$ cat src/rtl/multicycle_controller_pkg.sv
// Shared definitions for the multi-cycle MIPS controller: opcodes, functs,
// ALU and mux-select encodings, and the controller state type.
package mips_pkg;

  localparam logic [5:0] OP_RTYPE = 6'b000000;
  localparam logic [5:0] OP_LW    = 6'b100011;
  localparam logic [5:0] OP_SW    = 6'b101011;
  localparam logic [5:0] OP_BEQ   = 6'b000100;
  localparam logic [5:0] OP_ADDI  = 6'b001000;
  localparam logic [5:0] OP_J     = 6'b000010;

  localparam logic [5:0] FN_ADD = 6'b100000;
  localparam logic [5:0] FN_SUB = 6'b100010;
  localparam logic [5:0] FN_AND = 6'b100100;
  localparam logic [5:0] FN_OR  = 6'b100101;
  localparam logic [5:0] FN_SLT = 6'b101010;

  localparam logic [2:0] ALU_ADD = 3'b010;
  localparam logic [2:0] ALU_SUB = 3'b110;
  localparam logic [2:0] ALU_AND = 3'b000;
  localparam logic [2:0] ALU_OR  = 3'b001;
  localparam logic [2:0] ALU_SLT = 3'b111;

  localparam logic [1:0] SRCB_B     = 2'b00;
  localparam logic [1:0] SRCB_FOUR  = 2'b01;
  localparam logic [1:0] SRCB_IMM   = 2'b10;
  localparam logic [1:0] SRCB_IMMSH = 2'b11;

  localparam logic [1:0] PCSRC_ALU    = 2'b00;
  localparam logic [1:0] PCSRC_ALUOUT = 2'b01;
  localparam logic [1:0] PCSRC_JUMP   = 2'b10;

  typedef enum logic [3:0] {
    S_FETCH  = 4'd0,
    S_DECODE = 4'd1,
    S_MEMADR = 4'd2,
    S_MEMRD  = 4'd3,
    S_MEMWB  = 4'd4,
    S_MEMWR  = 4'd5,
    S_EXEC   = 4'd6,
    S_ALUWB  = 4'd7,
    S_BRANCH = 4'd8,
    S_ADDIEX = 4'd9,
    S_ADDIWB = 4'd10,
    S_JUMP   = 4'd11
  } state_t;

endpackage

$ cat src/rtl/multicycle_controller_if.sv
// Controller <-> IR/datapath signal bundle; master is the controller side.
interface multicycle_controller_if #(
  parameter int INSTR_W    = 32,
  parameter int ALU_CTRL_W = 3,
  parameter int CNT_W      = 16
);
  logic [INSTR_W-1:0]    instr;
  logic                  mem_ready;
  logic                  pc_write;
  logic                  branch;
  logic                  iord;
  logic                  mem_read;
  logic                  mem_write;
  logic                  ir_write;
  logic                  mem_to_reg;
  logic                  reg_dst;
  logic                  reg_write;
  logic                  alu_src_a;
  logic [1:0]            alu_src_b;
  logic [1:0]            pc_src;
  logic [ALU_CTRL_W-1:0] alu_control;
  logic                  illegal;
  logic [CNT_W-1:0]      retired;

  modport master (
    input  instr, mem_ready,
    output pc_write, branch, iord, mem_read, mem_write, ir_write, mem_to_reg,
           reg_dst, reg_write, alu_src_a, alu_src_b, pc_src, alu_control,
           illegal, retired
  );

  modport slave (
    output instr, mem_ready,
    input  pc_write, branch, iord, mem_read, mem_write, ir_write, mem_to_reg,
           reg_dst, reg_write, alu_src_a, alu_src_b, pc_src, alu_control,
           illegal, retired
  );
endinterface

$ cat src/rtl/mc_alu_decoder.sv
// ALU control from controller state and R-type funct; also flags supported functs.
module mc_alu_decoder
  import mips_pkg::*;
#(
  parameter int ALU_CTRL_W = 3
) (
  input  state_t                i_state,
  input  logic [5:0]            i_funct,
  output logic [ALU_CTRL_W-1:0] o_alu_control,
  output logic                  o_funct_valid
);

  logic [2:0] w_funct_alu;
  logic [2:0] w_alu;

  always_comb begin
    w_funct_alu   = ALU_ADD;
    o_funct_valid = 1'b1;
    case (i_funct)
      FN_ADD:  w_funct_alu = ALU_ADD;
      FN_SUB:  w_funct_alu = ALU_SUB;
      FN_AND:  w_funct_alu = ALU_AND;
      FN_OR:   w_funct_alu = ALU_OR;
      FN_SLT:  w_funct_alu = ALU_SLT;
      default: o_funct_valid = 1'b0;
    endcase
  end

  always_comb begin
    w_alu = ALU_ADD;
    case (i_state)
      S_EXEC:   w_alu = w_funct_alu;
      S_BRANCH: w_alu = ALU_SUB;
      default:  w_alu = ALU_ADD;
    endcase
  end

  assign o_alu_control = ALU_CTRL_W'(w_alu);

endmodule

$ cat src/rtl/multicycle_controller.sv
// Multi-cycle MIPS control FSM: sequences fetch/decode/execute/writeback,
// stalls on memory handshake, and counts retired instructions.
module multicycle_controller
  import mips_pkg::*;
#(
  parameter int INSTR_W    = 32,
  parameter int ALU_CTRL_W = 3,
  parameter int CNT_W      = 16,
  parameter bit MEM_HS     = 1'b1
) (
  input logic                      clk,
  input logic                      rst_n,
  multicycle_controller_if.master  bus
);

  state_t           r_state;
  state_t           w_next;
  logic [CNT_W-1:0] r_retired;

  logic       w_mem_rdy;
  logic [5:0] w_opcode;
  logic [5:0] w_funct;
  logic       w_funct_valid;
  logic       w_retire;
  logic       w_unused_instr;

  logic       w_pc_write, w_branch, w_iord, w_mem_read, w_mem_write;
  logic       w_ir_write, w_mem_to_reg, w_reg_dst, w_reg_write, w_alu_src_a;
  logic       w_illegal;
  logic [1:0] w_alu_src_b, w_pc_src;

  assign w_mem_rdy      = MEM_HS ? bus.mem_ready : 1'b1;
  assign w_opcode       = bus.instr[INSTR_W-1 -: 6];
  assign w_funct        = bus.instr[5:0];
  assign w_unused_instr = ^bus.instr[INSTR_W-7:6];

  mc_alu_decoder #(
    .ALU_CTRL_W (ALU_CTRL_W)
  ) u_alu_dec (
    .i_state       (r_state),
    .i_funct       (w_funct),
    .o_alu_control (bus.alu_control),
    .o_funct_valid (w_funct_valid)
  );

  always_ff @(posedge clk or negedge rst_n) begin
    if (!rst_n) begin
      r_state   <= S_FETCH;
      r_retired <= '0;
    end else begin
      r_state <= w_next;
      if (w_retire) r_retired <= r_retired + CNT_W'(1);
    end
  end

  always_comb begin
    w_next       = r_state;
    w_retire     = 1'b0;
    w_pc_write   = 1'b0;
    w_branch     = 1'b0;
    w_iord       = 1'b0;
    w_mem_read   = 1'b0;
    w_mem_write  = 1'b0;
    w_ir_write   = 1'b0;
    w_mem_to_reg = 1'b0;
    w_reg_dst    = 1'b0;
    w_reg_write  = 1'b0;
    w_alu_src_a  = 1'b0;
    w_alu_src_b  = SRCB_B;
    w_pc_src     = PCSRC_ALU;
    w_illegal    = 1'b0;
    case (r_state)
      S_FETCH: begin
        w_mem_read  = 1'b1;
        w_alu_src_b = SRCB_FOUR;
        if (w_mem_rdy) begin
          w_ir_write = 1'b1;
          w_pc_write = 1'b1;
          w_next     = S_DECODE;
        end
      end
      S_DECODE: begin
        w_alu_src_b = SRCB_IMMSH;
        case (w_opcode)
          OP_RTYPE: begin
            if (w_funct_valid) w_next = S_EXEC;
            else begin
              w_illegal = 1'b1;
              w_next    = S_FETCH;
            end
          end
          OP_LW, OP_SW: w_next = S_MEMADR;
          OP_BEQ:       w_next = S_BRANCH;
          OP_ADDI:      w_next = S_ADDIEX;
          OP_J:         w_next = S_JUMP;
          default: begin
            w_illegal = 1'b1;
            w_next    = S_FETCH;
          end
        endcase
      end
      S_MEMADR: begin
        w_alu_src_a = 1'b1;
        w_alu_src_b = SRCB_IMM;
        w_next      = (w_opcode == OP_SW) ? S_MEMWR : S_MEMRD;
      end
      S_MEMRD: begin
        w_iord     = 1'b1;
        w_mem_read = 1'b1;
        if (w_mem_rdy) w_next = S_MEMWB;
      end
      S_MEMWB: begin
        w_mem_to_reg = 1'b1;
        w_reg_write  = 1'b1;
        w_next       = S_FETCH;
        w_retire     = 1'b1;
      end
      S_MEMWR: begin
        w_iord      = 1'b1;
        w_mem_write = 1'b1;
        if (w_mem_rdy) begin
          w_next   = S_FETCH;
          w_retire = 1'b1;
        end
      end
      S_EXEC: begin
        w_alu_src_a = 1'b1;
        w_next      = S_ALUWB;
      end
      S_ALUWB: begin
        w_reg_dst   = 1'b1;
        w_reg_write = 1'b1;
        w_next      = S_FETCH;
        w_retire    = 1'b1;
      end
      S_BRANCH: begin
        w_alu_src_a = 1'b1;
        w_branch    = 1'b1;
        w_pc_src    = PCSRC_ALUOUT;
        w_next      = S_FETCH;
        w_retire    = 1'b1;
      end
      S_ADDIEX: begin
        w_alu_src_a = 1'b1;
        w_alu_src_b = SRCB_IMM;
        w_next      = S_ADDIWB;
      end
      S_ADDIWB: begin
        w_reg_write = 1'b1;
        w_next      = S_FETCH;
        w_retire    = 1'b1;
      end
      S_JUMP: begin
        w_pc_write = 1'b1;
        w_pc_src   = PCSRC_JUMP;
        w_next     = S_FETCH;
        w_retire   = 1'b1;
      end
      default: w_next = S_FETCH;
    endcase
  end

  // Strobes are qualified with rst_n so nothing fires while reset is held.
  assign bus.pc_write   = w_pc_write  & rst_n;
  assign bus.branch     = w_branch    & rst_n;
  assign bus.mem_read   = w_mem_read  & rst_n;
  assign bus.mem_write  = w_mem_write & rst_n;
  assign bus.ir_write   = w_ir_write  & rst_n;
  assign bus.reg_write  = w_reg_write & rst_n;
  assign bus.illegal    = w_illegal   & rst_n;
  assign bus.iord       = w_iord;
  assign bus.mem_to_reg = w_mem_to_reg;
  assign bus.reg_dst    = w_reg_dst;
  assign bus.alu_src_a  = w_alu_src_a;
  assign bus.alu_src_b  = w_alu_src_b;
  assign bus.pc_src     = w_pc_src;
  assign bus.retired    = r_retired;

endmodule

$ cat src/flat_wrapper.sv
// flat-port wrapper written by rule: the top's interface ports become plain ports
module multicycle_controller_flat import mips_pkg::*;
#(
  parameter int INSTR_W    = 32,
  parameter int ALU_CTRL_W = 3,
  parameter int CNT_W      = 16,
  parameter bit MEM_HS     = 1'b1
)
  (clk, rst_n, bus_instr, bus_mem_ready, bus_pc_write, bus_branch, bus_iord, bus_mem_read, bus_mem_write, bus_ir_write, bus_mem_to_reg, bus_reg_dst, bus_reg_write, bus_alu_src_a, bus_alu_src_b, bus_pc_src, bus_alu_control, bus_illegal, bus_retired);
  multicycle_controller_if #(.INSTR_W(INSTR_W), .ALU_CTRL_W(ALU_CTRL_W), .CNT_W(CNT_W)) bus_i ();
  input logic clk;
  input logic rst_n;
  input wire logic [$bits(bus_i.instr)-1:0] bus_instr;
  input wire logic [$bits(bus_i.mem_ready)-1:0] bus_mem_ready;
  output wire logic [$bits(bus_i.pc_write)-1:0] bus_pc_write;
  output wire logic [$bits(bus_i.branch)-1:0] bus_branch;
  output wire logic [$bits(bus_i.iord)-1:0] bus_iord;
  output wire logic [$bits(bus_i.mem_read)-1:0] bus_mem_read;
  output wire logic [$bits(bus_i.mem_write)-1:0] bus_mem_write;
  output wire logic [$bits(bus_i.ir_write)-1:0] bus_ir_write;
  output wire logic [$bits(bus_i.mem_to_reg)-1:0] bus_mem_to_reg;
  output wire logic [$bits(bus_i.reg_dst)-1:0] bus_reg_dst;
  output wire logic [$bits(bus_i.reg_write)-1:0] bus_reg_write;
  output wire logic [$bits(bus_i.alu_src_a)-1:0] bus_alu_src_a;
  output wire logic [$bits(bus_i.alu_src_b)-1:0] bus_alu_src_b;
  output wire logic [$bits(bus_i.pc_src)-1:0] bus_pc_src;
  output wire logic [$bits(bus_i.alu_control)-1:0] bus_alu_control;
  output wire logic [$bits(bus_i.illegal)-1:0] bus_illegal;
  output wire logic [$bits(bus_i.retired)-1:0] bus_retired;
  assign bus_i.instr = bus_instr;
  assign bus_i.mem_ready = bus_mem_ready;
  assign bus_pc_write = bus_i.pc_write;
  assign bus_branch = bus_i.branch;
  assign bus_iord = bus_i.iord;
  assign bus_mem_read = bus_i.mem_read;
  assign bus_mem_write = bus_i.mem_write;
  assign bus_ir_write = bus_i.ir_write;
  assign bus_mem_to_reg = bus_i.mem_to_reg;
  assign bus_reg_dst = bus_i.reg_dst;
  assign bus_reg_write = bus_i.reg_write;
  assign bus_alu_src_a = bus_i.alu_src_a;
  assign bus_alu_src_b = bus_i.alu_src_b;
  assign bus_pc_src = bus_i.pc_src;
  assign bus_alu_control = bus_i.alu_control;
  assign bus_illegal = bus_i.illegal;
  assign bus_retired = bus_i.retired;
  multicycle_controller #(.INSTR_W(INSTR_W), .ALU_CTRL_W(ALU_CTRL_W), .CNT_W(CNT_W), .MEM_HS(MEM_HS)) u_core (.clk(clk), .rst_n(rst_n), .bus(bus_i));
endmodule
$ cat config.mk
export PLATFORM = sky130hd
export DESIGN_NAME = multicycle_controller_flat
export DESIGN_NICKNAME = d
export VERILOG_FILES = /design/src/rtl/multicycle_controller_pkg.sv /design/src/rtl/multicycle_controller_if.sv /design/src/rtl/mc_alu_decoder.sv /design/src/rtl/multicycle_controller.sv /design/src/flat_wrapper.sv
export SDC_FILE = /design/constraint.sdc
export NUM_CORES = 1
export LEC_CHECK = 0
export CORE_MARGIN = 10
export CORE_UTILIZATION = 35
export DETAILED_ROUTE_END_ITERATION = 10
export PLACE_DENSITY = 0.76
export SLEW_MARGIN = 10
export SYNTH_ARGS = -nofsm -noshare
export SYNTH_HDL_FRONTEND = slang
export SYNTH_SLANG_ARGS = --single-unit
$ cat constraint.sdc
create_clock -name clk -period 2.2 [get_ports clk]
set_input_delay 0.55 -clock clk [delete_from_list [all_inputs] [get_ports clk]]
set_output_delay 0.55 -clock clk [all_outputs]
set_load 0.01 [all_outputs]
Word level (Yosys, flattened, before mapping)
Index checks and enable logic that the tools add are counted.
{ "totals": {"regBits": 20, "out_inout_bits": 34, "elab_cells": 73} }
{ "classes": {"n_bitwise": 7, "eq_ne": 24, "mux": 27, "n_addsub": 1, "reduce_logical": 12} }
{ "op_table": {"columns": ["operator", "n"], "rows": [
  ["== test 6 bit, second input constant", 7],
  ["one-hot mux 4 bit (7 select lines)", 1],
  ["one-hot mux 4 bit (5 select lines)", 1],
  ["adder 16 x 1 -> 16 bit, second input constant", 1],
  ["== test 4 x 3 -> 1 bit, second input constant", 4],
  ["== test 4 bit, second input constant", 4],
  ["OR reduction 5 bit", 3],
  ["two-way mux 1 bit", 13],
  ["two-way mux 4 bit", 3],
  ["one-hot mux 3 bit (4 select lines)", 1],
  ["== test 4 x 2 -> 1 bit, second input constant", 2],
  ["OR reduction 2 bit", 4],
  ["AND 1 bit", 7],
  ["== test 6 x 2 -> 1 bit, second input constant", 1],
  ["== test 6 x 3 -> 1 bit, second input constant", 1],
  ["== test 6 x 4 -> 1 bit, second input constant", 1],
  ["zero test 6 bit", 1],
  ["two-way mux 3 bit", 2],
  ["!= test 2 bit, second input constant", 3],
  ["one-hot mux 1 bit (2 select lines)", 3],
  ["one-hot mux 2 bit (3 select lines)", 1],
  ["one-hot mux 3 bit (2 select lines)", 1],
  ["== test 4 x 1 -> 1 bit, second input constant", 1],
  ["zero test 4 bit", 1],
  ["other kinds (4)", 4]
]} }

Depth between registers and ports, before layout
{ "depth": {"depth_word": 7, "depth_mapped": 6, "mapped_depth_nobuf": 6} }

By module
Synthesis repeated with hierarchy kept, for this count alone.
{ "hier_totals": {"cells_unflattened": 163, "hier_area_um2": 1437.6} }
{ "by_module_without_submodules": {"columns": ["mod", "seq_area_each_um2", "cells_per_inst", "area_each_um2", "n_inst"], "rows": [
  ["multicycle_controller", 500.5, 150, 1322.5, 1],
  ["mc_alu_decoder", 0.0, 13, 115.1, 1]
]} }

Least setup slack after synthesis
OpenSTA, ideal clock, no wires.
{ "synth_timing": {"kind": "input port to output port", "from": "input port bus_instr[26]", "to": "output port bus_illegal", "arrival_time_ns": 1.792, "required_time_ns": 1.650, "path_buffers": 0, "cell_stages": 4, "setup_slack_ns": -0.142, "cell_sequence": "or4_1 or4_1 a211oi_2 nor4_1"} }
{ "synth_via": {"elab_chain_len": 5, "word_cells_on_any_way": 10, "classes_between": "eq/ne: 5; mux: 2; bitwise: 1; reduce/logical: 2"} }
{ "synth_rtl": {"columns": ["element", "line_no", "source"], "rows": [
  ["start: declaration", "flat_wrapper.sv:13", "input wire logic [$bits(bus_i.instr)-1:0] bus_instr;"],
  ["== test 6 bit, or another cell as far along", "multicycle_controller.sv:84", "case (w_opcode)"],
  ["OR reduction 5 bit (no line)", null, null],
  ["one-hot mux 1 bit (2 select lines) (*)", "multicycle_controller.sv:84", null],
  ["two-way mux 1 bit (*)", "multicycle_controller.sv:72", "case (r_state)"],
  ["AND 1 bit (*)", "multicycle_controller.sv:170", "assign bus.illegal = w_illegal & rst_n;"],
  ["end: declaration", "flat_wrapper.sv:28", "output wire logic [$bits(bus_i.illegal)-1:0] bus_illegal;"]
]} }
Every way passes the cells marked *; elsewhere a longest branch is shown, timed or not.

Worst setup path after layout
{ "layout_timing": {"from": "input port bus_instr[28]", "to": "output port bus_illegal"} }
Same word-level chain as after synthesis.

==> flow_metrics.py <==
metrics = {
    "run_status": {
        "outcome": "finished, violations left",
        "violations": "negative setup slack",
    },
    "setup_path": {
        "crit_top_cell": "or4_4",
        "critPathTopFamily": "simple AND/OR/NAND/NOR gates",
        "cp_slowest_stage_delay_ns": 0.52,
        "start_kind": "input port",
        "reg2reg_from": "u_core.r_state[1]",
        "path_max_fanout": 2,
        "cp.depth": 6,
        "crit_type": "input port to output port",
        "cp_slowest_cell": "or4_4",
        "path_cells": "buf_6 -> or4_4 -> or4_4 -> a211oi_4 -> nor4_1 -> buf_2",
        "reg2reg_to": "u_core.bus.retired[15]",
        "cp_num_buf_inv": 2,
        "worstRegToRegCells": 6,
        "crit_start": "bus_instr[28]",
        "cp-endpoint": "bus_illegal",
        "cp.arrival_ns": 2.02,
        "crit_path_end_kind": "output port",
        "r2r_slack_ns": 0.26,
        "cp.required_ns": 1.65,
    },
    "drt": {
        "first_pass_iters": 4,
        "drcViolationCount": 0,
        "antenna_left": 0,
        "dr_total_vias": 1406,
        "postRouteWirelength_um": 4160,
        "via_per_inst": 4.97,
        "wl_per_cell_um": 14.7,
        "drt_iter0_drc": 88,
    },
    "sta": {
        "skew_ns": 0.00383,
        "setup_viol": 1,
        "fmax_mhz": 390,
        "relSlewSlack": 0.778,
        "timing.final.crit_share": 1.17,
        "finalHoldViolCount": 0,
        "setup_ws_ns": -0.367,
        "holdWs_ns": 0.448,
        "finalMaxSlewViolations": 0,
        "fin_crit_ns": 2.57,
        "rsz0062_at_grt": "yes",
        "worst_pin_slew_ns": 0.330,
        "finalSetupTns_ns": -0.367,
    },
    "placed_design": {
        "portBuffers": 48,
        "gp_congestion": 0.896,
        "dpl.cell_count": 275,
        "place_ws_ns": -1.10,
        "dp_hpwl_um": 3160,
    },
    "floorplan": {
        "ios": 69,
        "die-area_um2": 6470,
        "die_y_um": 80.4,
        "fp.dieW_um": 80.4,
        "initial_core_util": 0.371,
        "coreArea_um2": 3440,
        "rows": 21,
    },
    "synth": {
        "synth_warnings": 0,
        "netlist_area_um2": 1280,
        "postSynthCellCount": 156,
        "ys_seq_area_frac": 0.392,
        "synth_simple_gate_area_frac": 0.318,
        "synth-async-reset-ratio": 1.00,
        "synth_edf_count": 0,
        "synth_compound_area_frac": 0.108,
        "synthMuxAreaShare": 0.00881,
        "syn_area_per_cell_um2": 8.19,
        "synth_cell_types": 36,
        "synth_top_family_by_area": "simple AND/OR/NAND/NOR gates",
        "ys.flop_type": "dfrtp_1",
        "synth_xor_area_frac": 0.117,
        "synth.net_count": 192,
        "synth_seq_cells": 20,
        "synthAdderAreaFrac": 0.00979,
    },
    "worst_hold_path": {
        "min_path_type": "input port to asynchronous set/reset pin",
    },
    "clock_tree": {
        "cts_buffers": 3,
        "hold_buffers": 0,
        "clk_latency_ns": 0.25,
        "clockBufferDepth": 2,
        "clk_pin_slew_ns": 0.07,
        "clock_sinks": 20,
        "cts_tree": "yes",
        "root_buffer": "clkbuf_8",
        "h-tree-depth": 1,
    },
    "cells_and_area": {
        "fill_cells": 301,
        "diodes": 0,
        "layout-drive-gt1-share": 0.283,
        "final_cell_mix": "buf_4, clkdlybuf4s50_1, nor2_1, dfrtp_1, nand2_1",
        "area_growth_pct": 67.5,
        "layout_commonest_cell": "buf_4",
        "instances_no_fill": 283,
        "fin_nets": 274,
    },
    "job": {
        "drv_cap": 0,
    },
    "pwr": {
        "p_per_area_nw_per_um2": 763,
        "power_w": 0.00163,
        "leakagePower_nw": 1.03,
        "peakVddDrop_mv": 0.428,
    },
    "grt": {
        "track_usage": 0.118,
        "grt_pass1_wl_um": 6270,
        "grt_max_degree": 21,
        "antenna_found_initial": 0,
        "grt_pass1_vias": 1376,
        "gr-total-overflow": 0,
    },
}
==> cell type report <==
type                    instances  area [um^2]  area share
inverters                       9         33.8      0.0158
multi-input cells             123          797       0.373
repair buffers                 81          694       0.325
well taps                      46         57.6      0.0269
clock buffers                   4         55.1      0.0257
flip-flops and latches         20          502       0.235
==> worst min path at each step <==
stage | depth (start not counted) | start | to
6_report | 2 | rst_n | u_core.r_state[0]
5_1_grt | 2 | rst_n | u_core.r_state[0]
4_1_cts | 2 | rst_n | u_core.r_state[0]
3_5_place_dp | 1 | u_core.bus.retired[15] | u_core.bus.retired[15]
3_3_place_gp | 1 | u_core.bus.retired[15] | u_core.bus.retired[15]
2_1_floorplan | 0 | rst_n | u_core.bus.retired[0]
==> routing by layer <==
layer	track usage	routed length, um	vias to the layer above
met4	0.0335	28	0
met1	0.135	1740	671
met2	0.213	2210	25
li1	-	-	706
met5	0	0	-
met3	0.0256	174	4
==> cells in the mapped netlist (all sizes together) (2+ instances only) <==
master | instances | area share
or3 | 2 | 0.011
nand2 | 16 | 0.047
nor2 | 22 | 0.065
xnor2 | 8 | 0.055
dfrtp | 20 | 0.39
o21ai | 7 | 0.027
clkbuf | 2 | 0.0059
inv | 9 | 0.026
nor2b | 2 | 0.0098
nand3 | 13 | 0.051
nand2b | 6 | 0.029
or4 | 2 | 0.012
nor3 | 9 | 0.035
xor2 | 9 | 0.062
a21oi | 5 | 0.020
nor4 | 6 | 0.029
buf | 2 | 0.015
==> metrics by stage <==
stage	util	instance area, um^2
after global placement	0.583	2010
final	0.622	2140
after CTS	0.604	2080
after detailed placement	0.583	2010
after global routing	0.622	2140
after floorplan	-	1280
==> sequential cells by signal, indices dropped and copies added (netlist names) <==
signal	count
u_core.bus.retired	16
u_core.r_state	4
==> worst register-to-register path, cell delays in order (launching register included) <==
cell     delay [ns]
dfrtp_1        0.43
buf_4          0.21
nor2b_1        0.16
o21ai_1        0.29
nand3_1        0.29
nor4_1         0.32
xor2_1         0.17
==> where the power goes <==
part / internal, W / switching (W)
Clock: 0.000159 / 0.000113
Combinational: 0.000429 / 0.000443
Sequential: 0.000422 / 0.0000652
==> logic make-up (layout without fill, tap and decap cells) <==
kind of cell | Yosys count | after routing
simple gates | 83 | 83
compound gates | 21 | 21
flops | 20 | 20
xor+xnor | 17 | 17
buf+inv | 13 | 94
fa+ha+maj | 1 | 1
mux | 1 | 1
==> what timing repair did <==
action / CTS / global route
gates resized for setup: 56 / 29
setup buffers: 2 / 2
endpoints found under the setup margin: 19 / 10
pin swaps: 7 / 10
No activity file was read; power rests on OpenSTA's default activity.
